[src/rtl/ascon_seq_ctrl.sv]
// rtl/ascon_seq_ctrl.sv - job sequencer for the bit-serial Ascon core
//
// Takes one parallel job (key, nonce, associated data, data block,
// direction) over a req valid/ready handshake. It shifts the job MSB-first
// onto the core's serial lanes, pulses core_start_so and waits for
// core_ready_si. It then collects the core's serial tag/data into parallel
// registers and returns them over a rsp valid/ready handshake.
//
// Ports:
//   clk, rst                  clock (rising edge), asynchronous active-low reset
//   req_valid/req_ready       job handshake (req_ready high only when idle)
//   req_decrypt, req_key, req_nonce, req_ad, req_data   job fields
//   rsp_valid/rsp_ready       response handshake
//   rsp_data, rsp_tag, rsp_err  response payload (rsp_err only with watchdog)
//   busy                      high whenever a job is in flight
//   core_*_so                 serial lanes, start pulse and direction to core
//   core_data_si, core_tag_si, core_ready_si   serial results / ready from core
//
// Optional feature macro: ASCON_SEQ_TIMEOUT_EN (watchdog on the WAIT state).

module ascon_seq_ctrl #(
    parameter int KEY_BITS    = 128,
    parameter int DATA_BITS   = 64,
    parameter int TIMEOUT_CYC = 4096
) (
    input  logic                 clk,
    input  logic                 rst,
    input  logic                 req_valid,
    output logic                 req_ready,
    input  logic                 req_decrypt,
    input  logic [KEY_BITS-1:0]  req_key,
    input  logic [KEY_BITS-1:0]  req_nonce,
    input  logic [DATA_BITS-1:0] req_ad,
    input  logic [DATA_BITS-1:0] req_data,
    output logic                 rsp_valid,
    input  logic                 rsp_ready,
    output logic [DATA_BITS-1:0] rsp_data,
    output logic [KEY_BITS-1:0]  rsp_tag,
    output logic                 rsp_err,
    output logic                 busy,
    output logic                 core_key_so,
    output logic                 core_nonce_so,
    output logic                 core_ad_so,
    output logic                 core_data_so,
    output logic                 core_start_so,
    output logic                 core_decrypt_so,
    input  logic                 core_data_si,
    input  logic                 core_tag_si,
    input  logic                 core_ready_si
);

    localparam int CW = $clog2(KEY_BITS) + 1;
    localparam logic [CW-1:0] LAST_BIT = CW'(KEY_BITS - 1);
    localparam logic [CW-1:0] DATA_LIM = CW'(DATA_BITS);

    typedef enum logic [2:0] {
        S_IDLE,
        S_LOAD,
        S_START,
        S_WAIT,
        S_CAPTURE,
        S_DONE
    } state_t;

    state_t               state_q, state_d;
    logic [CW-1:0]        cnt_q, cnt_d;

    // Load shift registers: the lane outputs are their MSBs. They shift in
    // zeros, so each lane falls to 0 by itself once its bits are exhausted
    // (ad/data after DATA_BITS cycles, all lanes by the START cycle).
    logic [KEY_BITS-1:0]  key_sr_q, key_sr_d;
    logic [KEY_BITS-1:0]  nonce_sr_q, nonce_sr_d;
    logic [DATA_BITS-1:0] ad_sr_q, ad_sr_d;
    logic [DATA_BITS-1:0] din_sr_q, din_sr_d;

    // Capture shift registers double as the response registers; they only
    // move during capture, so the last response stays visible afterwards.
    logic [KEY_BITS-1:0]  tag_sr_q, tag_sr_d;
    logic [DATA_BITS-1:0] dout_sr_q, dout_sr_d;

    logic                 dir_q, dir_d;
    logic                 req_ready_q, req_ready_d;
    logic                 busy_q, busy_d;
    logic                 rsp_valid_q, rsp_valid_d;
    logic                 start_q, start_d;

`ifdef ASCON_SEQ_TIMEOUT_EN
    localparam int WW = $clog2(TIMEOUT_CYC + 1);
    localparam logic [WW-1:0] WD_LAST = WW'(TIMEOUT_CYC - 1);
    logic [WW-1:0]        wd_q, wd_d;
    logic                 rsp_err_q, rsp_err_d;
`else
    localparam int unused_timeout_cyc = TIMEOUT_CYC;
`endif

    always_comb begin
        state_d    = state_q;
        cnt_d      = cnt_q;
        key_sr_d   = key_sr_q;
        nonce_sr_d = nonce_sr_q;
        ad_sr_d    = ad_sr_q;
        din_sr_d   = din_sr_q;
        tag_sr_d   = tag_sr_q;
        dout_sr_d  = dout_sr_q;
        dir_d      = dir_q;
`ifdef ASCON_SEQ_TIMEOUT_EN
        wd_d       = wd_q;
        rsp_err_d  = rsp_err_q;
`endif

        case (state_q)
            S_IDLE: begin
                if (req_valid) begin
                    state_d    = S_LOAD;
                    cnt_d      = '0;
                    key_sr_d   = req_key;
                    nonce_sr_d = req_nonce;
                    ad_sr_d    = req_ad;
                    din_sr_d   = req_data;
                    dir_d      = req_decrypt;
                end
            end

            S_LOAD: begin
                key_sr_d   = {key_sr_q[KEY_BITS-2:0], 1'b0};
                nonce_sr_d = {nonce_sr_q[KEY_BITS-2:0], 1'b0};
                ad_sr_d    = {ad_sr_q[DATA_BITS-2:0], 1'b0};
                din_sr_d   = {din_sr_q[DATA_BITS-2:0], 1'b0};
                if (cnt_q == LAST_BIT) begin
                    state_d = S_START;
                    cnt_d   = '0;
                end else begin
                    cnt_d = cnt_q + 1'b1;
                end
            end

            S_START: begin
                state_d = S_WAIT;
`ifdef ASCON_SEQ_TIMEOUT_EN
                wd_d    = '0;
`endif
            end

            S_WAIT: begin
                // The cycle ready is first seen already carries capture bit 0.
                if (core_ready_si) begin
                    tag_sr_d  = {tag_sr_q[KEY_BITS-2:0], core_tag_si};
                    dout_sr_d = {dout_sr_q[DATA_BITS-2:0], core_data_si};
                    cnt_d     = CW'(1);
                    state_d   = S_CAPTURE;
                end
`ifdef ASCON_SEQ_TIMEOUT_EN
                else if (wd_q == WD_LAST) begin
                    state_d   = S_DONE;
                    tag_sr_d  = '0;
                    dout_sr_d = '0;
                    rsp_err_d = 1'b1;
                end else begin
                    wd_d = wd_q + 1'b1;
                end
`endif
            end

            S_CAPTURE: begin
                // Fixed-length capture: core_ready_si is no longer looked at.
                tag_sr_d = {tag_sr_q[KEY_BITS-2:0], core_tag_si};
                if (cnt_q < DATA_LIM) begin
                    dout_sr_d = {dout_sr_q[DATA_BITS-2:0], core_data_si};
                end
                if (cnt_q == LAST_BIT) begin
                    state_d = S_DONE;
                    cnt_d   = '0;
                end else begin
                    cnt_d = cnt_q + 1'b1;
                end
            end

            S_DONE: begin
                if (rsp_ready) begin
                    state_d   = S_IDLE;
                    dir_d     = 1'b0;
`ifdef ASCON_SEQ_TIMEOUT_EN
                    rsp_err_d = 1'b0;
`endif
                end
            end

            default: begin
                state_d = S_IDLE;
            end
        endcase

        // Status outputs are decoded from the next state so that they are
        // registered yet line up with the state they describe.
        req_ready_d = (state_d == S_IDLE);
        busy_d      = (state_d != S_IDLE);
        rsp_valid_d = (state_d == S_DONE);
        start_d     = (state_d == S_START);
    end

    always_ff @(posedge clk or negedge rst) begin
        if (!rst) begin
            state_q     <= S_IDLE;
            cnt_q       <= '0;
            key_sr_q    <= '0;
            nonce_sr_q  <= '0;
            ad_sr_q     <= '0;
            din_sr_q    <= '0;
            tag_sr_q    <= '0;
            dout_sr_q   <= '0;
            dir_q       <= 1'b0;
            req_ready_q <= 1'b1;
            busy_q      <= 1'b0;
            rsp_valid_q <= 1'b0;
            start_q     <= 1'b0;
`ifdef ASCON_SEQ_TIMEOUT_EN
            wd_q        <= '0;
            rsp_err_q   <= 1'b0;
`endif
        end else begin
            state_q     <= state_d;
            cnt_q       <= cnt_d;
            key_sr_q    <= key_sr_d;
            nonce_sr_q  <= nonce_sr_d;
            ad_sr_q     <= ad_sr_d;
            din_sr_q    <= din_sr_d;
            tag_sr_q    <= tag_sr_d;
            dout_sr_q   <= dout_sr_d;
            dir_q       <= dir_d;
            req_ready_q <= req_ready_d;
            busy_q      <= busy_d;
            rsp_valid_q <= rsp_valid_d;
            start_q     <= start_d;
`ifdef ASCON_SEQ_TIMEOUT_EN
            wd_q        <= wd_d;
            rsp_err_q   <= rsp_err_d;
`endif
        end
    end

    assign req_ready       = req_ready_q;
    assign busy            = busy_q;
    assign rsp_valid       = rsp_valid_q;
    assign rsp_tag         = tag_sr_q;
    assign rsp_data        = dout_sr_q;
    assign core_key_so     = key_sr_q[KEY_BITS-1];
    assign core_nonce_so   = nonce_sr_q[KEY_BITS-1];
    assign core_ad_so      = ad_sr_q[DATA_BITS-1];
    assign core_data_so    = din_sr_q[DATA_BITS-1];
    assign core_start_so   = start_q;
    assign core_decrypt_so = dir_q;
`ifdef ASCON_SEQ_TIMEOUT_EN
    assign rsp_err         = rsp_err_q;
`else
    assign rsp_err         = 1'b0;
`endif

endmodule

[config.mk]
export PLATFORM = sky130hd
export DESIGN_NAME = ascon_seq_ctrl
export DESIGN_NICKNAME = d
export VERILOG_FILES = /design/src/rtl/ascon_seq_ctrl.sv
export SDC_FILE = /design/constraint.sdc
export NUM_CORES = 1
export LEC_CHECK = 0
export CAP_MARGIN = 20
export CORE_UTILIZATION = 30
export DETAILED_ROUTE_END_ITERATION = 8
export SYNTH_ARGS = -nofsm -noshare
export SYNTH_HDL_FRONTEND = slang
export SYNTH_SLANG_ARGS = --single-unit
[constraint.sdc]
create_clock -name clk -period 4.1 [get_ports clk]
set_input_delay 0.82 -clock clk [delete_from_list [all_inputs] [get_ports clk]]
set_output_delay 0.82 -clock clk [all_outputs]
set_load 0.005 [all_outputs]
Word level (Yosys, flattened, before mapping)
Cells that the tools add are included.

Output and inout port bits: 202. Input bits: 392. Register bits after elaboration: 592.

Eq/ne operators: 12. Add/subtract/negate cells: 1. Mux-type cells: 26. Reductions and logical operators: 13. Order comparisons: 1.

Operators by type and width (number): 128-bit case mux with 2 select lines (3); 128-bit 2-to-1 mux (3); 64-bit case mux with 2 select lines (3); 64-bit 2-to-1 mux (4); 8-bit 2-to-1 mux (3); 8-bit case mux with 3 select lines (1); 3-bit case mux with 6 select lines (1); 3-bit 2-to-1 mux (5); 3-bit by 2-bit == test with 1-bit output (second input constant) (3); 3-bit == test (second input constant) (3); 3-bit AND reduction (3); 8-bit by 1-bit adder with 8-bit output (second input constant) (1); 8-bit by 7-bit == test with 1-bit output (second input constant) (1); 8-bit by 7-bit < comparator with 1-bit output (second input constant) (1); 2-bit inequality test (second input constant) (4); 3-bit zero test (2); 2-bit nonzero test (3); 3-bit nonzero test (2); 2-bit AND reduction (2); 3-bit by 1-bit == test with 1-bit output (second input constant) (1); 1-bit 2-to-1 mux (2); 1-bit case mux with 2 select lines (1); 2-bit OR reduction (1).

Longest topological paths before layout
Depth in word-level cells: 4. Mapped depth: 9. Mapped depth without buffers: 5.

Worst setup path before layout
OpenSTA, ideal clock, no wires.

Path kind: in2reg. From: in core_ready_si. To: reg tag_sr_q[118] (netlist: rsp_tag[118]). Stages on the path: 6. Path buffers: 2. Required time: 3.975 ns. Arrival time: 1.956 ns. Slack: 2.019 ns. Cells stage by stage: nand2_1 -> nor3_1 -> or2_1 -> buf_2 -> buf_4 -> mux2_2.

Cells in the longest elaborated chain, start to end: 2.

RTL lines: from (decl) (RTL line 49) `input logic core_ready_si`; 2-bit inequality test (no line); 2-bit AND reduction (no line); to (signal assigned) (RTL line 227) `tag_sr_q <= tag_sr_d;`; to (decl) (RTL line 78) `logic [KEY_BITS-1:0] tag_sr_q, tag_sr_d;`.

No other way between the ends. A chain may end at the register's enable or synchronous reset.

Worst setup path in the final report
From: in req_valid. To: reg key_sr_q[51].

Cells in the longest elaborated chain, start to end: 2.

RTL lines: from (decl) (RTL line 28) `input logic req_valid,`; 2-bit inequality test (no line); 2-bit AND reduction (no line); to (signal assigned) (RTL line 223) `key_sr_q <= key_sr_d;`; to (decl) (RTL line 71) `logic [KEY_BITS-1:0] key_sr_q, key_sr_d;`.

No other way between the ends.

==> results list <==
- For this run, the share of the core covered by cells in the final layout is 42.4%.
- RSZ-0062 raised after global routing: no
* Outcome: completed
* Per-cell routed wire length: 18.2 um
- TritonCTS built the clock tree.
- In this run the static leakage power is 0.0141 uW.
- The biggest area contributor in the post-synthesis netlist is dfrtp_1.
* Share of layout cells above drive strength 1: 12.8%
* Number of DRC violations after detailed-routing iteration 0: 1,137
* Final WL: 69,700 um
- Global-route wire length before repair: between 100,000 and 150,000 um
- Across the routed clock network, the largest skew measured is 0.0262 ns.
- CP required: 4.57 ns
* Number of clock buffers inserted by TritonCTS: 68
- The final hold violation count is 0.
- Overall global routing resource usage: between 10% and 20%
* Max-slew violations: 0
* Startpoint of the worst-slack reg-to-reg timing path: state_q[0]$_DFF_PN0_
* Met1 Wirelength: 27,800 um
- Number of cells after detailed placement: 3,688
* Max Cap Viol: 0
- Area of the die: 79,700 sq um
* Netlist Area Pre-Place: 23,600 sq um
- The clock drives between 500 and 600 sinks.
- The total overflow left after global routing is 0.
* Final TNS setup: 0 ns
* Maximum vdd ir drop: about 300 uV
- Total number of H-tree levels: 3
- In this run, post-CTS hold repair placed 0 buffers.
* Tmin final: 3.05 ns
- Buffers added to address setup during post-CTS repair amount to 0.
- Worst path arrival time: 3.52 ns
* I/O pin total: about 590
- Clock root cell: clkbuf_16
* Total via count in the routed design: 18,400
* Number of buffers between clock root and the deepest sink: 3
- Half-perimeter wire length after detailed placement: roughly 49,000 um
- Flip-flop and latch count after synthesis: 592
* Portion of the post-synthesis area used by sequential elements: 62.9%
- Class of the tightest hold or removal check: in -> async
- The setup path with the least slack is of type in -> reg.
- Count of buffers inserted at the top-level ports: 592
- Crit Path Max Fanout: 196
- Max Clock Freq: 328 MHz
- Headroom to the max-slew limit came out at 23.4%.
- When the netlist entered floorplanning its net count stood at approximately 2,600.
- The via count of the first global-routing pass is roughly 19,000.
- Setup violations remaining at the end of the flow were counted as 0.
- The floorplan has 102 rows.
- Once placement finished, the instance area stood at about 30,000 sq um.
- STA classifies the critical path startpoint as an input port.
* Total power: roughly 21,000 uW
- Top metal layer carrying routed signals: met5
- Source-to-sink clock delay at the later pin of the worst-skew pair: roughly 0.62 ns
- Summing all non-filler instances in the final layout gives an area of 32,900 sq um.
- Count of instances resized after the clock tree is built: 0
- Total power divided by cell area: 646 nW/um^2
- After synthesis, the cell types taking the most area are dfrtp_1 63%, nor2_1 12%, o22ai_1 10%.
* Layout-stage area growth over the synthesis result: 39.7%
- The initial antenna violation count was 24.
- Post-route DRC violation count: 0
- Detailed-routing iteration count for the pre-antenna-repair pass: 5
- A synthesized cell averages 10.9 sq um.
- For this run, asynchronously set or reset flops after synthesis account for 100%.
- Measured in cells, the most critical reg-to-reg path has a length of 5.
* Final GP Congestion: between 0.8 and 0.9
- Worst flop-to-flop path endpoint: nonce_sr_q[83]$_DFFE_PN0P_
- Via count normalized by instance count: 4.79
- The top cell type by area accounts for 62.7% of the synthesized area.
- Wire segments on met3 add up to 4350 um in the final route.
- Initial cell density of the core: a little over 30%
* Die Y: 282 um
- Detail Route Antenna Nets: 0
- Final instance count without filler cells: 3,832
* NumNets Final: 3,111
- In the finished design, the share of the clock period the worst path needs comes to between 70% and 80%.
* Largest net degree at the start of global routing: just under 200
* Core box area: 77,600 sq um
- For this run, the leading register cell type out of synthesis is dfrtp_1.
- Slew of the pin with the lowest slew margin: 1.15 ns
- Width of the die: 282 um
* Cell count after synthesis: 2,158
- Number of distinct standard cells referenced by the synthesized netlist: 41
- The synthesized design contains 0 enable-type register cells.
* Timing startpoint of the critical path: req_valid
- The routed design uses 35,300 um of met2 wire.
* Kind of end point of the critical path: flop
- The setup check on the worst reg-to-reg path leaves a slack of about 1.1 ns.
- Warnings from Yosys: 0
- Clock-pin slew was measured on the worst setup and hold paths at ~0.06 ns.
==> through the flow <==
stage                     setup WS, ns  hold slack [ns]
final                             1.05            0.273
after detailed placement         0.661            0.481
after floorplan                   2.02            0.466
after CTS                         1.31            0.273
after global routing             0.987            0.317
after global placement           0.775            0.476
==> report_power, final <==
group	switching [uW]	internal (uW)
Combinational	3240	2780
Sequential	1140	7880
Clock	2500	3760
Total	6870	14400
==> area by class of cell <==
type / count / area [sq um]
timing repair buffer: 643 / 6540
antenna: 23 / 57.6
clock buffer: 101 / 1990
inverter: 2 / 7.51
sequential: 592 / 14800
fill: 7406 / 44700
clock inverter: 20 / 329
multi-input combinational: 1411 / 7900
tap: 1040 / 1300
==> cell usage after synthesis, types with 3 or more instances <==
cell type,instances
nor2_1,768
dfrtp_1,591
o22ai_1,380
mux2_2,193
clkbuf_1,68
buf_2,28
buf_4,22
buf_6,21
nand2_1,13
buf_1,12
a22o_1,6
nand3_1,6
a21oi_1,4
nor3_1,4
o21ai_0,4
a21o_1,3
a31oi_1,3
nor2b_1,3
xor2_1,3
==> critical path: stages <==
cell and delay, ns:
clkdlybuf4s50_1 0.52, or4b_4 0.52, buf_12 0.26, buf_12 0.50, o22ai_1 0.33, nor2_1 0.09
==> worst max-delay path by stage <==
| stage | cells after the start | slack (ns) | to |
|---|---|---|---|
| after floorplan | 6 | 2.02 | rsp_tag[118]$_DFFE_PN0P_ |
| after global placement | 6 | 0.77 | key_sr_q[91]$_DFFE_PN0P_ |
| after detailed placement | 6 | 0.66 | nonce_sr_q[83]$_DFFE_PN0P_ |
| after CTS | 5 | 1.31 | nonce_sr_q[83]$_DFFE_PN0P_ |
| after global routing | 5 | 0.99 | nonce_sr_q[2]$_DFFE_PN0P_ |
| final | 6 | 1.05 | key_sr_q[51]$_DFFE_PN0P_ |
==> logic make-up after synthesis <==
| family | Yosys count | share of synthesized area, % |
|---|---|---|
| AO/OA/AOI/OAI | 408 | 11.0 |
| XOR/XNOR | 3 | 0.111 |
| adder cells (fa/ha/maj) | 1 | 0.0531 |
| buffers and inverters | 155 | 3.73 |
| flip-flops | 592 | 62.9 |
| multiplexers | 193 | 9.22 |
| other | 1 | 0.0159 |
| AND/OR/NAND/NOR | 805 | 13.1 |
==> metal layers <==
layer / vias up / track usage, %
li1: 8661 / -
met1: 9112 / 20.4
met2: 466 / 28.4
met3: 121 / 4.14
met4: 8 / 7.71
met5: - / 0
==> flip-flops by register name (all words and copies together) (netlist names), 3 cells and up <==
register / flops
cnt_q: 8
nonce_sr_q: 128
din_sr_q: 64
key_sr_q: 128
state_q: 3
rsp_tag: 128
ad_sr_q: 64
rsp_data: 64
==> placed cells by master (no fill, tap or decap), types with 6 or more instances in the layout <==
cell type	n
nor2_1	768
dfrtp_1	591
clkdlybuf4s50_1	591
o22ai_1	380
mux2_2	193
clkbuf_16	69
buf_4	33
diode_2	23
clkbuf_1	18
buf_12	18
clkbuf_8	14
nand2_1	12
clkinv_2	7
a22o_1	6
nand3_1	6
bufinv_16	6
Power figures use the tool's default switching activity.
